$ cat src/rtl/datapath_pkg.sv
// rtl/datapath_pkg.sv - shared types and constants for the datapath controller
// Contents: opcode_e, state_e with its ST_* constants, ALU codes, and the uop_t micro-op bundle.
package datapath_pkg;

   typedef enum logic [2:0] {
      OP_NOP  = 3'b000,
      OP_CLR  = 3'b001,
      OP_MOVM = 3'b010,
      OP_MOV  = 3'b011,
      OP_ADC  = 3'b100,
      OP_SBC  = 3'b101,
      OP_IL6  = 3'b110,
      OP_IL7  = 3'b111
   } opcode_e;

   typedef logic [1:0] state_e;
   localparam state_e ST_INIT = 2'd0;
   localparam state_e ST_RUN  = 2'd1;
   localparam state_e ST_MOV2 = 2'd2;

   localparam logic [2:0] ALU_ADC   = 3'b000;
   localparam logic [2:0] ALU_SBC   = 3'b001;
   localparam logic [2:0] ALU_PASSB = 3'b010;

   // Operand index 3 names the accumulator A.
   localparam logic [1:0] REG_A = 2'd3;

   typedef struct packed {
      logic       clr;
      logic [3:0] ce;
      logic [2:0] w;
      logic [1:0] sel;
      logic [2:0] s;
   } uop_t;

endpackage

$ cat src/rtl/datapath_ctrl_instr_decode.sv
// rtl/datapath_ctrl_instr_decode.sv - combinational decode of one instruction into micro-ops
// Ports: instr (in, 8) {op, dst, kind, idx}; uop1/uop2 (out) first and second micro-op;
//        is_macro (out) two micro-ops needed; illegal (out) instruction must be discarded.
module instr_decode
   import datapath_pkg::*;
(
   input  logic [7:0] instr,
   output uop_t       uop1,
   output uop_t       uop2,
   output logic       is_macro,
   output logic       illegal
);

   opcode_e    op;
   logic [1:0] dst;
   logic       kind;
   logic [1:0] idx;

   assign op   = opcode_e'(instr[7:5]);
   assign dst  = instr[4:3];
   assign kind = instr[2];
   assign idx  = instr[1:0];

   always_comb begin
      uop1     = '0;
      uop2     = '0;
      is_macro = 1'b0;
      illegal  = 1'b0;
      case (op)
         OP_NOP: ;
         OP_CLR:  uop1.clr = 1'b1;
         OP_MOVM: uop1.ce  = 4'b0111;
         OP_MOV: begin
            if (kind) begin
               // Only R[k] <- M[k] is wired; dst==idx with dst!=A also rules out M[3].
               if (dst == REG_A || idx != dst) begin
                  illegal = 1'b1;
               end else begin
                  uop1.ce = 4'b0001 << dst;
               end
            end else if (dst != idx) begin
               if (dst == REG_A) begin
                  uop1.ce  = 4'b1000;
                  uop1.sel = idx;
                  uop1.s   = ALU_PASSB;
               end else if (idx == REG_A) begin
                  uop1.ce = 4'b0001 << dst;
                  uop1.w  = 3'b001 << dst;
               end else begin
                  // Register-to-register goes through A; A ends up holding the source.
                  uop1.ce  = 4'b1000;
                  uop1.sel = idx;
                  uop1.s   = ALU_PASSB;
                  uop2.ce  = 4'b0001 << dst;
                  uop2.w   = 3'b001 << dst;
                  is_macro = 1'b1;
               end
            end
         end
         OP_ADC, OP_SBC: begin
            if (kind || idx == REG_A) begin
               illegal = 1'b1;
            end else begin
               uop1.ce  = 4'b1000;
               uop1.sel = idx;
               uop1.s   = (op == OP_ADC) ? ALU_ADC : ALU_SBC;
            end
         end
         default: illegal = 1'b1;
      endcase
   end

endmodule

$ cat src/rtl/datapath_ctrl.sv
// rtl/datapath_ctrl.sv - control unit issuing registered micro-ops to the 4-bit datapath
// Ports: clk, clr_i (sync active-high reset); instr_i/instr_valid_i/instr_ready_o instruction handshake;
//        dp_clr_o, dp_ce_o, dp_w_o, dp_sel_o, dp_s_o datapath controls; busy_o not in RUN; err_o illegal pulse.
module datapath_ctrl
   import datapath_pkg::*;
#(
   parameter int INIT_CLR_CYCLES = 1,
   parameter int IW              = 8
) (
   input  logic          clk,
   input  logic          clr_i,
   input  logic [IW-1:0] instr_i,
   input  logic          instr_valid_i,
   output logic          instr_ready_o,
   output logic          dp_clr_o,
   output logic [3:0]    dp_ce_o,
   output logic [2:0]    dp_w_o,
   output logic [1:0]    dp_sel_o,
   output logic [2:0]    dp_s_o,
   output logic          busy_o,
   output logic          err_o
);

   localparam int CW = (INIT_CLR_CYCLES > 1) ? $clog2(INIT_CLR_CYCLES) : 1;

   state_e        state;
   logic [CW-1:0] clr_cnt;
   uop_t          uop2_hold;
   uop_t          out_q;

   uop_t dec_uop1;
   uop_t dec_uop2;
   logic dec_macro;
   logic dec_illegal;
   logic accept;

   instr_decode u_decode (
      .instr    (instr_i),
      .uop1     (dec_uop1),
      .uop2     (dec_uop2),
      .is_macro (dec_macro),
      .illegal  (dec_illegal)
   );

   assign instr_ready_o = (state == ST_RUN);
   assign busy_o        = (state != ST_RUN);
   assign accept        = instr_valid_i && instr_ready_o;

   always_ff @(posedge clk) begin
      if (clr_i) begin
         state     <= ST_INIT;
         clr_cnt   <= '0;
         uop2_hold <= '0;
         out_q     <= '0;
         out_q.clr <= 1'b1;
         err_o     <= 1'b0;
      end else begin
         // Any cycle without an issued micro-op leaves the datapath idle.
         out_q <= '0;
         err_o <= 1'b0;
         case (state)
            ST_INIT: begin
               if (clr_cnt == CW'(INIT_CLR_CYCLES - 1)) begin
                  state <= ST_RUN;
               end else begin
                  clr_cnt   <= clr_cnt + CW'(1);
                  out_q.clr <= 1'b1;
               end
            end
            ST_RUN: begin
               if (accept) begin
                  out_q <= dec_uop1;
                  err_o <= dec_illegal;
                  if (dec_macro) begin
                     state     <= ST_MOV2;
                     uop2_hold <= dec_uop2;
                  end
               end
            end
            ST_MOV2: begin
               out_q <= uop2_hold;
               state <= ST_RUN;
            end
            default: state <= ST_INIT;
         endcase
      end
   end

   assign dp_clr_o = out_q.clr;
   assign dp_ce_o  = out_q.ce;
   assign dp_w_o   = out_q.w;
   assign dp_sel_o = out_q.sel;
   assign dp_s_o   = out_q.s;

endmodule
$ cat config.mk
export PLATFORM = sky130hd
export DESIGN_NAME = datapath_ctrl
export DESIGN_NICKNAME = d
export VERILOG_FILES = /design/src/rtl/datapath_pkg.sv /design/src/rtl/datapath_ctrl_instr_decode.sv /design/src/rtl/datapath_ctrl.sv
export SDC_FILE = /design/constraint.sdc
export NUM_CORES = 1
export LEC_CHECK = 0
export ABC_CLOCK_PERIOD_IN_PS = 3790
export CAP_MARGIN = 10
export CORE_MARGIN = 5
export CORE_UTILIZATION = 51
export CTS_BUF_LIST = sky130_fd_sc_hd__clkbuf_16
export CTS_CLUSTER_SIZE = 40
export DETAILED_ROUTE_END_ITERATION = 16
export PLACE_DENSITY = 0.88
export SYNTH_ARGS = -nofsm -noshare
export SYNTH_HDL_FRONTEND = slang
export SYNTH_SLANG_ARGS = --single-unit
$ cat constraint.sdc
create_clock -name clk -period 3.79 [get_ports clk]
set_clock_uncertainty 0.1 [all_clocks]
set_input_delay 0.9475 -clock clk [delete_from_list [all_inputs] [get_ports clk]]
set_output_delay 0.9475 -clock clk [all_outputs]
set_load 0.005 [all_outputs]
# After elaboration in Yosys (flattened, before gate mapping)
# Cells that the tools add are included.
word_totals:
  wordCells: 80
  regBits: 24
  in_bits: 11
  output_inout_bits: 16
op_classes:
  reduce_logical: 10
  n_eq_ne: 15
  n_bitwise: 2
  n_shift: 2
  n_addsub: 1
  muxes: 40
op_table:
  columns: ["cell", "n"]
  rows:
  - ["2-to-1 mux 7 bit", 5]
  - ["case mux 12 bit (2 select lines)", 1]
  - ["2-to-1 mux 4 bit", 5]
  - ["2-to-1 mux 5 bit", 3]
  - ["2-to-1 mux 13 bit", 1]
  - ["2-to-1 mux 1 bit", 12]
  - ["2-to-1 mux 12 bit", 1]
  - ["case mux 4 bit (3 select lines)", 1]
  - ["case mux 5 bit (2 select lines)", 1]
  - ["2-to-1 mux 3 bit", 3]
  - ["2-to-1 mux 8 bit", 1]
  - ["== test 2 bit (second input constant)", 3]
  - ["== test 3 x 2 -> 1 bit (second input constant)", 2]
  - ["== test 3 bit (second input constant)", 2]
  - ["2-to-1 mux 2 bit", 3]
  - ["!= test 2 x 1 -> 1 bit (second input constant)", 3]
  - ["case mux 2 bit (3 select lines)", 1]
  - ["AND reduction 3 bit", 2]
  - ["OR reduction 3 bit", 2]
  - ["!= test 2 bit", 2]
  - ["<< shifter 1 x 2 -> 4 bit (first input constant)", 1]
  - ["== test 3 x 1 -> 1 bit (second input constant)", 1]
  - ["logical NOT 3 bit", 1]
  - ["case mux 1 bit (3 select lines)", 1]
  - ["other kinds (10)", 12]

# Depth between registers and ports, before layout
logic_depth:
  ltp_word: 9
  mapped_depth: 6
  ltp_nobuf: 6

# Modules after synthesis
# Synthesis repeated with hierarchy kept, for this count alone.
unflattened:
  hier_cells: 188
  area_unflattened_um2: 1521.5
modules_own_cells:
  columns: ["module", "n_inst", "cells_per_inst", "seq_area_each_um2", "area_per_inst_um2"]
  rows:
  - ["datapath_ctrl", 1, 121, 580.6, 1088.5]
  - ["instr_decode", 1, 67, 0.0, 432.9]

# Least setup slack after synthesis
# OpenSTA, ideal clock, no wires.
synth_timing:
  path_type: "input to register"
  from: "input port instr_i[2]"
  to: "register uop2_hold[8] (netlist bit)"
  t_arrival_ps: 1731
  path_buffers: 1
  t_required_ps: 3571
  slack_ps: 1839
  path_stages: 5
  setup_time_ps: 119
  cell_sequence: "clkbuf_8 and4bb_2 nand3_1 o21ai_0 a21oi_1"
synth_via:
  elab_chain_len: 3
  elab_cells_between_ends: 5
  cone_classes: "4 x mux; 1 x reduce/logical"
synth_lines:
  columns: ["item", "line_no", "source"]
  rows:
  - ["start: declaration", "datapath_ctrl.sv:12", "input logic [IW-1:0] instr_i,"]
  - ["2-to-1 mux 1 bit", "datapath_ctrl_instr_decode.sv:34", "if (kind) begin"]
  - ["2-to-1 mux 1 bit", "datapath_ctrl_instr_decode.sv:29", "case (op)"]
  - ["AND reduction 3 bit (no source line)", null, null]
  - ["end signal: assignment", "datapath_ctrl.sv:76", "uop2_hold <= dec_uop2;"]
  - ["end: declaration", "datapath_ctrl.sv:28", "uop_t uop2_hold;"]
# Several ways; a longest one is shown, not always the timed one.
# A chain may end at the register's enable or synchronous reset.

# Worst setup path after layout
layout_timing:
  from: "register state[1]"
  to: "output port busy_o"
layout_via:
  elab_chain_len: 1
layout_lines:
  columns: ["item", "line_no", "source"]
  rows:
  - ["start: declaration", "datapath_ctrl.sv:26", "state_e state;"]
  - ["start signal: assignment", "datapath_ctrl.sv:51", "state <= ST_INIT;"]
  - ["start signal: assignment", "datapath_ctrl.sv:64", "state <= ST_RUN;"]
  - ["start signal: assignment", "datapath_ctrl.sv:75", "state <= ST_MOV2;"]
  - ["!= test 2 x 1 -> 1 bit", "datapath_ctrl.sv:46", "assign busy_o = (state != ST_RUN);"]
  - ["end: declaration", "datapath_ctrl.sv:20", "output logic busy_o,"]
# No other way between the ends.

==> metrics.md <==
| Metric | Value |
|---|---|
| Outcome | `completed` |
| Largest net degree at the start of global routing | `16` |
| Clock tree root buffer cell | `clkbuf_16` |
| CTS max path bufs | `2` |
| Switching power | `0.135 mW` |
| Tot Pwr | `0.525 mW` |
| Final Hold Vio Count | `0` |
| Max-cap violations | `0` |
| Post-Syn Area | `1070 um2` |
| Compound-gate portion of the synthesized area | `0.192` |
| Initial DRC count | `35` |
| Vias | `975` |
| Maximum achievable frequency | `0.373 GHz` |
| WL/cell | `15.0 um` |
| Most used DFF post-synth | `dfxtp_1` |
| Cell-internal power | `0.390 mW` |
| Post-synthesis net count | `136` |
| Sequential fraction of the synthesis area | `0.354` |
| Post-synth EDFFs | `0` |
| PD cells | `379 nW/um2` |
| Sink Count | `19` |
| Fin nets | `160` |
| Synth Area in Adders | `0.0466` |
| Drt drc | `0` |
| Critical path fanouts, max | `6` |
| GR Overflow Total | `0` |
| Diode count | `0` |
| Delay of the slowest cell on the worst path | `0.50 ns` |
| RSZ-0062 raised after global routing | `false` |
| Vias in the first global route | `913` |
| Commonest cells post-synth | `19 x dfxtp_1, 12 x a21oi_1, 9 x nor2_1` |
| P&R area growth vs syn | `28.8%` |
| Setup repair bufs after CTS | `0` |
| Initial Util | `0.542` |
| Finished Cell Area | `1380 um2` |
| DRT Pass-1 Iters | `4` |
| Layout cells sized above 1 | `0.0833` |
| Async S/R FF share, synth | `0` |
| Hpwl dp | `1830 um` |
| Global-route wire length before repair | `4130 um` |
| Post-cts sizing count | `0` |
| Combinational share of power | `0.192` |
| Clock share of power | `0.412` |
| Crit path cell chain | `inv_1 > ha_1 > inv_1 > clkdlybuf4s50_1` |
| Most common cell in the synthesized netlist | `dfxtp_1` |
| Later-pin clock latency in the skew report | `0.25 ns` |
| Required @ worst endpoint | `2.74 ns` |
| Fill count | `143` |
| Worst min-delay path class | `reg -> reg` |
| # setup viols final | `0` |
| Sw Share | `0.257` |
| Routed WL | `2560 um` |
| CTS tree | `yes` |
| Setup TNS | `0 ns` |
| Via-per-instance ratio | `5.70` |
| CP Capture Type | `output port` |
| Mean post-synth cell area | `8.88 um2` |
| Initial antenna violation count | `0` |
| Static Leak | `0.532 nW` |
| CP arrival | `1.63 ns` |
| Yosys cell types | `41` |
| Critical path startpoint category | `flip-flop` |
| # hold bufs at CTS | `0` |
| Sequential Power Share | `0.396` |
| Yosys top cell area share | `0.354` |
| Synth Register Bits | `19` |
| Critical path's slowest cell | `clkdlybuf4s50_1` |
| Mux cell area share after synthesis | `0.00931` |
| Antenna-violating nets left | `0` |
| CP Class | `reg -> out` |
| Post-synth top area cell | `dfxtp_1` |
| GRT Util Overall | `0.167` |
| Die width | `55.9 um` |
| Post-Synth Simple-Gate Area | `0.284` |
| Synth area leaders | `dfxtp_1 35%, a21oi_1 5.6%, ha_1 4.7%` |
| Synthesis Warnings | `0` |
| Post-Place Cell Area | `1310 um2` |
| DIE AREA | `3130 um2` |
| GPL Wtd Cong | `0.907` |
| I/O pin total | `27` |
| Clock transition at path regs | `0.05 ns` |
| Post-synthesis instance total | `121` |
| Min Tclk post-route | `2.68 ns` |
| H-tree depth | `1` |
| XOR/XNOR Fraction of Synth Area | `0.0396` |
| Core ar. | `1980 um2` |
| Critical path's most frequent cell | `inv_1` |
| Port Buf Inserts | `25` |
| Die height | `55.9 um` |
| Row count | `16` |
| Number of buffers created by CTS | `3` |
| Least-Margin Pin Slew | `0.569 ns` |
| Fin crit share | `0.707` |
| Peak VDD IR | `288 uV` |
| Slew headroom | `0.619` |
| Final Slew Violations | `0` |
| Largest family of logic cells by synthesized area | `simple AND/OR/NAND/NOR gates` |
| Util after Layout | `0.698` |
-- registers in the layout, summed over array words and instances, names as in the netlist --
signal and cells:
state 2, dp_ce_o 4, dp_s_o 2, err_o 1, dp_w_o 3, dp_clr_o 1
dp_sel_o 2, uop2_hold 4
-- cell families after synthesis --
| family | count (synthesis) |
|---|---|
| AOI/OAI and AO/OA | 32 |
| xor gates and xnor gates | 4 |
| adders and majority gates | 4 |
| buffers and inverters | 12 |
| DFF | 19 |
| muxes | 1 |
| other | 1 |
| and+or+nand+nor | 48 |
-- cell usage in the layout (no fill, tap or decap), types with 2 or more instances in the layout --
cell type        instances
nand4_1                  5
nand2b_1                 7
nor2_2                   2
xor2_1                   2
nor2_1                   9
nor2b_1                  2
nand2_1                  2
nor3_1                   5
clkdlybuf4s50_1         25
clkbuf_16                3
o21ai_0                  5
ha_1                     4
a21oi_1                 12
o211a_1                  2
nand3_1                  6
o31ai_1                  4
inv_1                    7
a31oi_1                  3
dfxtp_1                 19
-- power groups by stage --
| stage | Sequential [mW] | Combinational (mW) | Clock, mW |
|---|---|---|---|
| floorplan | 0.212 | 0.0612 | 0 |
| global route | 0.209 | 0.109 | 0.225 |
| finish | 0.208 | 0.101 | 0.216 |
| detailed placement | 0.212 | 0.0973 | 0 |
| CTS | 0.208 | 0.0998 | 0.217 |
| global placement | 0.212 | 0.0968 | 0 |
-- cell type report --
class / instances / area [um2] / share of cell area
clock inverter: 1 / 3.75 / 0.00271
timing repair buffer: 25 / 250 / 0.181
clock buffer: 3 / 75.1 / 0.0542
multi-input combinational: 90 / 618 / 0.447
sequential: 19 / 380 / 0.275
tap: 27 / 33.8 / 0.0244
inverter: 6 / 22.5 / 0.0163
-- final timing paths --
path / from / end / slack (ns) / cells past startpoint
max: state[1] / busy_o / 1.11 / 4
min: uop2_hold[11] / uop2_hold[11] / 0.38 / 2
max reg2reg: state[1] / dp_sel_o[1] / 2.03 / 6
min reg2reg: uop2_hold[11] / uop2_hold[11] / 0.38 / 2
-- worst max-delay path: cells and delay by family (launching register included) --
| family | cells | cell delay [ns] |
|---|---|---|
| buffers and inverters | 3 | 0.71 |
| adders and majority gates | 1 | 0.27 |
| DFF | 1 | 0.40 |
-- routing by layer --
layer  vias up  share of wire  global-route usage  wire [um]
met1       441           0.41               0.198       1060
met2        49           0.50               0.270       1280
met5         -              0                   0          0
met4         0          0.023              0.0983         60
met3         7          0.066              0.0441        170
li1        478              -                   -          -
-- stage by stage --
stage	setup WS, ns	hold slack [ns]	cells
finish	1.11	0.376	171
global route	1.04	0.392	171
CTS	1.11	0.376	171
detailed placement	1.10	0.366	167
global placement	1.14	0.338	167
floorplan	1.84	0.326	121
No activity file was read; power rests on OpenSTA's default activity.
